[src/rtl/pwm_generator.sv]
// ----------------------------------------------------------------------------
// pwm_generator
//
// Converts the 6-bit level from the upstream rate limiter into a fixed-period
// PWM waveform. The period is 64 ticks, and one tick lasts PRESCALE clocks.
// The requested level is copied into a shadow register (duty_active) only at
// a period boundary. A level change in the middle of a period therefore
// cannot shorten or lengthen the pulse that is already running.
//
// When en drops, the block finishes the current period (DRAIN) and then
// stops. Raising en again during DRAIN resumes operation without restarting
// the period. Reset aborts at once and does not drain.
//
// Parameters
//   PRESCALE      clocks per PWM tick, 1..256
//
// Ports
//   clk           system clock, rising edge
//   rst           asynchronous reset, active low
//   en            run request, level-sensitive
//   duty          requested level 0..63
//   pwm_out       registered PWM waveform; high duty_active*PRESCALE clocks
//   period_start  registered one-clock pulse on the first tick of a period
//   busy          registered, high whenever the FSM is not IDLE
//   duty_active   shadow duty currently in use
//   dbg_state     FSM state for checkers: 0 = IDLE, 1 = RUN, 2 = DRAIN
//
// The registered outputs are computed from the counters of the current cycle,
// so they lag the counters by one clock.
// ----------------------------------------------------------------------------
module pwm_generator #(
   parameter int PRESCALE = 1
) (
   input  logic       clk,
   input  logic       rst,
   input  logic       en,
   input  logic [5:0] duty,
   output logic       pwm_out,
   output logic       period_start,
   output logic       busy,
   output logic [5:0] duty_active,
   output logic [1:0] dbg_state
);

   typedef enum logic [1:0] {
      IDLE  = 2'd0,
      RUN   = 2'd1,
      DRAIN = 2'd2
   } state_t;

   localparam logic [7:0] PRE_LAST = 8'(PRESCALE - 1);

   state_t     state;
   logic [7:0] pre;
   logic [5:0] cnt;
   logic       tick;
   logic       wrap;

   assign tick      = (pre == PRE_LAST);
   // Last tick of the period; this is the only point where duty reloads
   // or where DRAIN may stop.
   assign wrap      = tick && (cnt == 6'd63);
   assign dbg_state = state;

   always_ff @(posedge clk or negedge rst) begin
      if (!rst) begin
         state        <= IDLE;
         pre          <= 8'd0;
         cnt          <= 6'd0;
         duty_active  <= 6'd0;
         pwm_out      <= 1'b0;
         period_start <= 1'b0;
         busy         <= 1'b0;
      end else begin
         // The waveform outputs use the pre-update counters and state.
         pwm_out      <= (state != IDLE) && (cnt < duty_active);
         period_start <= (state != IDLE) && (cnt == 6'd0) && (pre == 8'd0);

         case (state)
            IDLE: begin
               pre <= 8'd0;
               cnt <= 6'd0;
               if (en) begin
                  duty_active <= duty;
                  state       <= RUN;
                  busy        <= 1'b1;
               end else begin
                  busy <= 1'b0;
               end
            end

            RUN: begin
               pre <= tick ? 8'd0 : pre + 8'd1;
               if (tick) cnt <= cnt + 6'd1;   // 63 wraps to 0
               if (wrap) duty_active <= duty;
               state <= en ? RUN : DRAIN;
               busy  <= 1'b1;
            end

            DRAIN: begin
               pre <= tick ? 8'd0 : pre + 8'd1;
               if (tick) cnt <= cnt + 6'd1;
               if (en) begin
                  // Resuming wins over stopping, even on the wrap cycle.
                  if (wrap) duty_active <= duty;
                  state <= RUN;
                  busy  <= 1'b1;
               end else if (wrap) begin
                  pre   <= 8'd0;
                  cnt   <= 6'd0;
                  state <= IDLE;
                  busy  <= 1'b0;
               end else begin
                  busy <= 1'b1;
               end
            end

            default: begin
               pre   <= 8'd0;
               cnt   <= 6'd0;
               state <= IDLE;
               busy  <= 1'b0;
            end
         endcase
      end
   end

endmodule

[config.mk]
export PLATFORM = sky130hd
export DESIGN_NAME = pwm_generator
export DESIGN_NICKNAME = d
export VERILOG_FILES = /design/src/rtl/pwm_generator.sv
export SDC_FILE = /design/constraint.sdc
export NUM_CORES = 1
export LEC_CHECK = 0
export CAP_MARGIN = 40
export CORE_UTILIZATION = 59
export CTS_CLUSTER_DIAMETER = 100
export DETAILED_ROUTE_END_ITERATION = 7
export GPL_ROUTABILITY_DRIVEN = 1
export PLACE_DENSITY = 0.84
export SYNTH_ARGS = -nofsm -noshare
export SYNTH_HDL_FRONTEND = slang
export SYNTH_SLANG_ARGS = --single-unit
[constraint.sdc]
create_clock -name clk -period 5 [get_ports clk]
set_input_delay 0.5 -clock clk [delete_from_list [all_inputs] [get_ports clk]]
set_output_delay 0.5 -clock clk [all_outputs]
set_load 0.02 [all_outputs]
==> results_dict.tcl, run 1 <==
set metrics [dict create \
    cp_cell_sequence "clkdlybuf4s50_1" \
    grt_max_degree 17 \
    synth_edf_count 0 \
    status "completed" \
    firstDrtPassIters 4 \
    hold_violations 0 \
    path_class "reg -> out" \
    r2r-start "pre[0]$_DFF_PN0_" \
    setup_viol 0 \
    wire_per_inst_um 15.96 \
    fill_cells 197 \
    pre_cts_ws_ps 2791 \
    ant_nets 0 \
    grt_pass1_vias 1156 \
    cts-buffers-inserted 3 \
    slowest_delay_ps 650 \
    leakagePower_nw 0.8345 \
    nets 199 \
    worstMarginPinSlew_ps 546.3 \
    dp_hpwl_um 2547 \
    crit_family "buffers and inverters" \
    area_delta_synth_final_pct 15.94 \
    wirelength_um 3287 \
    setup-tns-final_ps 0 \
    antenna_cells 0 \
    synthArstFlopShare_pct 100.0 \
    start_util_pct 62.42 \
    synth_nets 176 \
    gp_congestion 0.8644 \
    die_area_mm2 0.002830 \
    post_route_cells_drive_above_1_share_pct 10.23 \
    r2r_cells 6 \
    htree_levels 1 \
    drv_slew 0 \
    overflow 0 \
    min_period_over_period_pct 39.04 \
    layout_min_cycle_time_ps 1952 \
    vias 1219 \
    synth-seq-area-share_pct 40.45 \
    cp-end-kind "output port" \
    ir_drop_mv 0.4846 \
    cts_tree "done" \
    cp.arrival_ps 1450 \
    drtIter0Drc 20 \
    crit_slowest_cell "clkdlybuf4s50_1" \
    io_pins 20 \
    max-slew-margin-rel_pct 63.42 \
    rsz0062_at_grt "no" \
    cts_setup_buffers 0 \
    rrSetupSlack_ps 3070 \
    synth.cell_area_mm2 0.001546 \
    hold_slack_ps 495.6 \
    final.setup.worst_slack_ps 3048 \
    critPathRequiredTime_ps 4500 \
    final_cell_count_no_fill 206 \
    clkTransAtPathRegs_ps 150 \
    grt_pass1_wl_um 5230 \
    fmax_mhz 512.3 \
    rows 18 \
    synth-seq-cells 25 \
    cts_sinks 25 \
    p_per_area_mw_per_mm2 495.3 \
    synth-main-ff-cell "dfrtp_1" \
    path_buf_inv 1 \
    clk_latency_ps 330 \
    dp_cells 202 \
    r2r_end "duty_active[1]$_DFFE_PN0P_" \
    final_core_util_pct 72.37 \
    clockBufferDepth 2 \
    ys_warn_count 0 \
    antenna_found_initial 0 \
    cap_violations 0 \
    die_x_um 53.20 \
    syn_inst 154 \
    min_path_type "in -> async" \
    grt.total_usage_pct 25.92 \
    crit_fanout 7 \
    hold_buffers 0 \
    post_cts_resized 0 \
    drc 0 \
    synth_cell_types 36 \
    cts_root_buf "clkbuf_4" \
    core_area_mm2 0.002477 \
    viasPerCell 5.917 \
    skew_ps 6.502 \
    avgSynthCellArea_um2 10.04 \
    die_h_um 53.20 \
    port_buffers 19 \
    worst_setup_path_start_kind "flop" \
]
## per-stage QoR
step                      cell area [um2]  power, mW
after floorplan                      1546     0.6091
after global placement               1747     0.7555
after detailed placement             1762     0.7911
after CTS                            1793     0.8881
after global routing                 1793     0.9486
final                                1793     0.8880
## final cells by class
| type | instances | area [um2] | share of cell area [%] |
|---|---|---|---|
| Clock inverter | 1 | 8.758 | 0.4885 |
| Sequential cell | 25 | 625.6 | 34.89 |
| Clock buffer | 3 | 22.52 | 1.256 |
| Inverter | 11 | 41.29 | 2.303 |
| Multi-Input combinational cell | 116 | 852.1 | 47.52 |
| Tap cell | 30 | 37.54 | 2.094 |
| Timing Repair Buffer | 20 | 205.2 | 11.44 |
## flip-flops by register name (all words and copies together) (netlist names)
name          flops
dbg_state         2
cnt               6
pwm_out           1
period_start      1
duty_active       6
busy              1
pre               8
## kinds of logic after synthesis
| family | share of synthesized area, % |
|---|---|
| compound gates | 12.86 |
| xor+xnor | 6.230 |
| fa+ha+maj | 10.52 |
| buf+inv | 4.450 |
| flops | 40.45 |
| mux | 0.6473 |
| simple gates | 24.84 |
## where the power goes
part | leakage, nW | switching [mW] | internal [mW]
clock network | 0.0183 | 0.0663 | 0.0326
registers | 0.325 | 0.0523 | 0.254
logic | 0.491 | 0.272 | 0.211
## metal layers
metal	wire (um)	GRT usage (%)	part of all wire [%]
met1	1504	33.81	46
met2	1626	42.41	49
met3	106	2.874	3.2
met4	50	12.28	1.5
met5	0	0	0
## worst max path at each step
stage / to / cells past startpoint / slack [ps] / startpoint
2_1_floorplan: duty_active[2]$_DFFE_PN0P_ / 7 / 3290 / dbg_state[0]$_DFFE_PN0P_
3_3_place_gp: duty_active[3]$_DFFE_PN0P_ / 5 / 2930 / en
3_5_place_dp: duty_active[2]$_DFFE_PN0P_ / 5 / 2790 / en
4_1_cts: dbg_state[0] / 1 / 3040 / dbg_state[0]$_DFFE_PN0P_
5_1_grt: duty_active[1]$_DFFE_PN0P_ / 6 / 2910 / dbg_state[0]$_DFFE_PN0P_
6_report: dbg_state[0] / 1 / 3050 / dbg_state[0]$_DFFE_PN0P_
## layout by cell type, fill, tap and decap left out, drive strengths merged, types with 4 or more instances in the layout
| cell type | netlist | final |
|---|---|---|
| a22oi | 6 | 6 |
| ha | 13 | 13 |
| nand3 | 14 | 14 |
| nor2 | 18 | 18 |
| xor2 | 9 | 9 |
| o211ai | 6 | 6 |
| nand2 | 11 | 11 |
| dfrtp | 25 | 25 |
| inv | 11 | 12 |
| and3 | 7 | 7 |
| nand4 | 4 | 4 |
| clkdlybuf4s50 | 0 | 19 |
## cells in the mapped netlist, drive strengths merged (3+ instances only)
master / number / area share, %
dfrtp: 25 / 40
nor2: 18 / 4.4
nand3: 14 / 5.8
ha: 13 / 11
inv: 11 / 2.7
nand2: 11 / 2.7
xor2: 9 / 5.1
and3: 7 / 2.8
a22oi: 6 / 2.9
o211ai: 6 / 4.2
nand4: 4 / 1.6
nor3: 3 / 0.97
Note: power is estimated with default switching activity, not from simulation.
==> run 2: changes to the inputs <==
--- a/config.mk
+++ b/config.mk
@@ -6,11 +6,11 @@
 export NUM_CORES = 1
 export LEC_CHECK = 0
 export CAP_MARGIN = 40
-export CORE_UTILIZATION = 59
+export CORE_UTILIZATION = 54
 export CTS_CLUSTER_DIAMETER = 100
 export DETAILED_ROUTE_END_ITERATION = 7
 export GPL_ROUTABILITY_DRIVEN = 1
-export PLACE_DENSITY = 0.84
+export PLACE_DENSITY = 0.78
 export SYNTH_ARGS = -nofsm -noshare
 export SYNTH_HDL_FRONTEND = slang
 export SYNTH_SLANG_ARGS = --single-unit
==> constraint.sdc (replaced) <==
create_clock -name clk -period 1.9 [get_ports clk]
set_input_delay 0.19 -clock clk [delete_from_list [all_inputs] [get_ports clk]]
set_output_delay 0.19 -clock clk [all_outputs]
set_load 0.02 [all_outputs]
==> results_dict.tcl, run 2 (synthesis gave the netlist of run 1 again) <==
set metrics [dict create \
    status "completed" \
    drtIter0Drc 59 \
    worstMarginPinSlew_ps 454.5 \
    design_area_mm2 0.001833 \
    gp_congestion 0.7791 \
    use_met3_pct 3.747 \
    grt_pass1_vias 1280 \
    die_area_mm2 0.003082 \
    ir_drop_mv 1.099 \
    grt_pass1_wl_um 5913 \
    max-slew-margin-rel_pct 69.59 \
    largest_reg_flops 8 \
    final_cell_mix "dfrtp_1 (25), clkdlybuf4s50_1 (19), nor2_1 (18), ha_1 (12)" \
    hold_violations 0 \
    overflow 0 \
    min_period_over_period_pct 92.03 \
    viasPerCell 5.573 \
    cts_sinks 25 \
    post_route_cells_drive_above_1_share_pct 13.74 \
    dp_cells 209 \
    cp_cell_sequence "inv_1 -> ha_1 -> a21o_1 -> a21o_1 -> a2111oi_0 -> buf_4" \
    fmax_mhz 571.9 \
    path_class "reg -> reg" \
    p_per_area_mw_per_mm2 1288 \
    dp_hpwl_um 2488 \
    antenna_found_initial 0 \
    grt_max_degree 26 \
    hold_buffers 0 \
    slowest_delay_ps 410 \
    area_delta_synth_final_pct 18.53 \
    crit_slowest_cell "dfrtp_1" \
    layout_min_cycle_time_ps 1749 \
    min_path_type "in -> async" \
    hold_slack_ps 201.4 \
    r2r_end "pwm_out$_DFF_PN0_" \
    cts_setup_buffers 0 \
    worst_setup_path_start_kind "flop" \
    nets 205 \
    setup-tns-final_ps 0 \
    ant_nets 0 \
    setup_viol 0 \
    grt_busiest_layer "met2" \
    drv_slew 0 \
    antenna_cells 0 \
    regMostFlops "pre" \
    fill_cells 218 \
    top_regs "pre: 8 flops, cnt: 6 flops, duty_active: 6 flops" \
    drc 0 \
    r2r_cells 6 \
    cp-end-kind "flop" \
    cts_root_buf "clkbuf_4" \
    met1_usage_pct 33.08 \
    cts-buffers-inserted 3 \
    cap_violations 0 \
    die_x_um 55.52 \
    crit_top_cell "a21o_1" \
    clk_latency_ps 320 \
    clkTransAtPathRegs_ps 150 \
    htree_levels 1 \
    critPathRequiredTime_ps 2170 \
    clockBufferDepth 2 \
    port_buffers 19 \
    grt.total_usage_pct 23.95 \
    rsz0062_at_grt "no" \
    vias 1187 \
    crit_fanout 4 \
    rows 19 \
    cts_tree "done" \
    rrSetupSlack_ps 150 \
    finalPower_mw 2.361 \
    wire_per_inst_um 15.07 \
    cp.arrival_ps 2020 \
    io_pins 20 \
    firstDrtPassIters 4 \
    final_cell_count_no_fill 213 \
    start_util_pct 56.57 \
    wirelength_um 3210 \
    r2r-start "duty_active[3]$_DFFE_PN0P_" \
    post_dp_cell_area_mm2 0.001800 \
    core_area_mm2 0.002734 \
    skew_ps 5.251 \
    leakagePower_nw 0.8543 \
    die_h_um 55.52 \
    mostFrequentLayoutCell "dfrtp_1" \
    met2_usage_pct 39.07 \
]
==> run 2: cell count changes in the layout (fill, tap and decap cells not counted), sizes merged <==
cell,change
buf,+6
clkinvlp,+1
inv,-1
==> run 2: stage by stage <==
stage / utilization [%] / setup slack, ps
2_1_floorplan: - / 188.5
3_3_place_gp: 65.86 / 213.3
3_5_place_dp: 65.86 / 167.4
4_1_cts: 66.96 / 131.0
5_1_grt: 67.05 / 24.52
6_report: 67.05 / 151.4
==> run 2: worst max path at each step <==
| stage | cells after the start | slack (ps) | from | endpoint |
|---|---|---|---|---|
| after floorplan | 7 | 190 | dbg_state[0]$_DFFE_PN0P_ | duty_active[2]$_DFFE_PN0P_ |
| after global placement | 6 | 210 | dbg_state[0]$_DFFE_PN0P_ | dbg_state[1]$_DFFE_PN0P_ |
| after detailed placement | 6 | 170 | dbg_state[0]$_DFFE_PN0P_ | duty_active[4]$_DFFE_PN0P_ |
| after CTS | 6 | 130 | dbg_state[0]$_DFFE_PN0P_ | duty_active[4]$_DFFE_PN0P_ |
| after global routing | 6 | 20 | duty_active[3]$_DFFE_PN0P_ | pwm_out$_DFF_PN0_ |
| final | 6 | 150 | duty_active[3]$_DFFE_PN0P_ | pwm_out$_DFF_PN0_ |
==> run 2: critical path: cells and delay by family (launching register included) <==
kind	cells	cell delay, ps
AO/OA/AOI/OAI	3	750
adder cells (fa/ha/maj)	1	320
buffers and inverters	2	230
flip-flops	1	410
==> run 2: repair_timing <==
action / CTS / global route
resized for setup: 0 / 1
setup endpoints to repair: 0 / 1
hold endpoints to repair: 0 / 0
==> run 2: where the power goes <==
part,internal [mW],switching [mW]
registers,0.668,0.132
clock network,0.0804,0.168
logic,0.604,0.709
==> run 2: final cells by class <==
type / instances / area, um2 / share of cell area (%)
clock inverter: 1 / 7.507 / 0.4096
multi-input combinational: 116 / 854.6 / 46.62
clock buffer: 3 / 22.52 / 1.229
sequential: 25 / 625.6 / 34.13
timing repair buffer: 26 / 242.7 / 13.24
inverter: 11 / 41.29 / 2.253
tap: 31 / 38.79 / 2.116
==> run 2: metal layers <==
layer	vias up	share of wire, %
met1	552	49
met4	0	1.3
li1	604	-
met3	6	3.4
met5	-	0
met2	25	47
==> run 3: changes to the inputs <==
--- a/config.mk
+++ b/config.mk
@@ -6,11 +6,13 @@
 export NUM_CORES = 1
 export LEC_CHECK = 0
 export CAP_MARGIN = 40
-export CORE_UTILIZATION = 54
+export CELL_PAD_IN_SITES_DETAIL_PLACEMENT = 1
+export CELL_PAD_IN_SITES_GLOBAL_PLACEMENT = 2
+export CORE_UTILIZATION = 35
 export CTS_CLUSTER_DIAMETER = 100
 export DETAILED_ROUTE_END_ITERATION = 7
 export GPL_ROUTABILITY_DRIVEN = 1
-export PLACE_DENSITY = 0.78
+export PLACE_DENSITY = 0.79
 export SYNTH_ARGS = -nofsm -noshare
 export SYNTH_HDL_FRONTEND = slang
 export SYNTH_SLANG_ARGS = --single-unit
==> results_dict.tcl, run 3 (synthesis gave the netlist of run 1 again) <==
set metrics [dict create \
    final_cell_mix "dfrtp_1 (25), clkdlybuf4s50_1 (19), nor2_1 (17), ha_1 (12)" \
    grt_pass1_wl_um 6575 \
    pre_cts_ws_ps 52.87 \
    htree_levels 1 \
    start_util_pct 37.58 \
    nets 207 \
    grt_pass1_vias 1358 \
    core_area_mm2 0.004115 \
    antenna_cells 0 \
    dr_wl_met2_um 1837 \
    cts-buffers-inserted 3 \
    setup-tns-final_ps 0 \
    rows 23 \
    dp_hpwl_um 3034 \
    drt-met1-wl_um 1851 \
    cp-end-kind "flop" \
    top_regs "pre: 8 flops, cnt: 6 flops, duty_active: 6 flops" \
    max-slew-margin-rel_pct 73.39 \
    r2r_cells 6 \
    grt.total_usage_pct 19.13 \
    die_h_um 68.47 \
    min_period_over_period_pct 90.90 \
    critPathRequiredTime_ps 2090 \
    vias 1228 \
    hold_slack_ps 296.8 \
    hold_buffers 0 \
    fill_cells 475 \
    wire_per_inst_um 16.40 \
    firstDrtPassIters 4 \
    die_x_um 68.47 \
    grt_max_degree 26 \
    cp.arrival_ps 1910 \
    largest_reg_flops 8 \
    drv_slew 0 \
    cts_tree "done" \
    leakagePower_nw 0.8777 \
    multi_input_area_um2 873.3 \
    cts_setup_buffers 0 \
    setup_viol 0 \
    hold_violations 0 \
    ir_drop_mv 0.5181 \
    crit_fanout 12 \
    dr_wl_met3_um 131 \
    io_pins 20 \
    area_delta_synth_final_pct 23.46 \
    viasPerCell 5.248 \
    mostFrequentLayoutCell "dfrtp_1" \
    clockBufferDepth 2 \
    clk_latency_ps 270 \
    drc 0 \
    wirelength_um 3837 \
    overflow 0 \
    p_per_area_mw_per_mm2 1297 \
    regArea_um2 625.6 \
    status "completed" \
    clkTransAtPathRegs_ps 90 \
    antenna_found_initial 0 \
    die_area_mm2 0.004688 \
    post_route_cells_drive_above_1_share_pct 16.30 \
    gp_congestion 0.7621 \
    regMostFlops "pre" \
    worstMarginPinSlew_ps 389.1 \
    finalPower_mw 2.476 \
    port_buffers 19 \
    worst_setup_path_start_kind "flop" \
    cts_sinks 25 \
    cts_root_buf "clkbuf_8" \
    maxUsedRoutingLayer "met4" \
    drtIter0Drc 69 \
    rsz0062_at_grt "no" \
    min_path_type "in -> async" \
    final.setup.worst_slack_ps 173.0 \
    fmax_mhz 579.0 \
    layout_min_cycle_time_ps 1727 \
    ant_nets 0 \
    final_core_util_pct 46.40 \
    cap_violations 0 \
    skew_ps 3.017 \
    path_class "reg -> reg" \
]
[run 3: cell type report]
type	count	area share, %
Multi-Input combinational cell	116	45.74
Clock buffer	3	2.163
Timing Repair Buffer	28	13.50
Clock inverter	1	0.3932
Sequential cell	25	32.77
Tap cell	50	3.277
Inverter	11	2.163
[run 3: routing by layer]
metal	global-route usage, %	vias to the layer above
met2	32.60	17
met5	0	-
li1	-	604
met3	3.167	2
met1	25.18	605
met4	3.906	0
[run 3: final timing paths]
kind / from / endpoint / slack, ps
min reg2reg: pre[0]$_DFF_PN0_ / pre[0]$_DFF_PN0_ / 550
max in group asynchronous: rst / pre[0]$_DFF_PN0_ / 1350
max: dbg_state[1]$_DFFE_PN0P_ / duty_active[1]$_DFFE_PN0P_ / 170
min: rst / duty_active[2]$_DFFE_PN0P_ / 300
min in group clk: pre[0]$_DFF_PN0_ / pre[0]$_DFF_PN0_ / 550
max reg2reg: dbg_state[1]$_DFFE_PN0P_ / duty_active[1]$_DFFE_PN0P_ / 170
[run 3: per-stage QoR]
| stage | std cells | instance area, um2 |
|---|---|---|
| 5_1_grt | 234 | 1909 |
| 6_report | 234 | 1909 |
| 4_1_cts | 234 | 1888 |
| 2_1_floorplan | 154 | 1546 |
| 3_3_place_gp | 230 | 1839 |
| 3_5_place_dp | 230 | 1839 |
[run 3: repair_timing]
item | CTS | global route
gates resized for setup | 0 | 5
setup endpoints to repair | 0 | 9
hold endpoints to repair | 0 | 0
[run 3: critical path: stages, from the launching register on]
cell and delay (ps):
dfrtp_1 440, inv_1 90, ha_2 360, and3_1 160, and4_4 370, nand3_1 120
o211ai_1 110
[run 3: report_power, final]
part	total [mW]	leakage (nW)	switching (mW)	internal, mW
registers	0.787	0.325	0.119	0.669
logic	1.36	0.531	0.749	0.614
clock network	0.326	0.0217	0.178	0.148
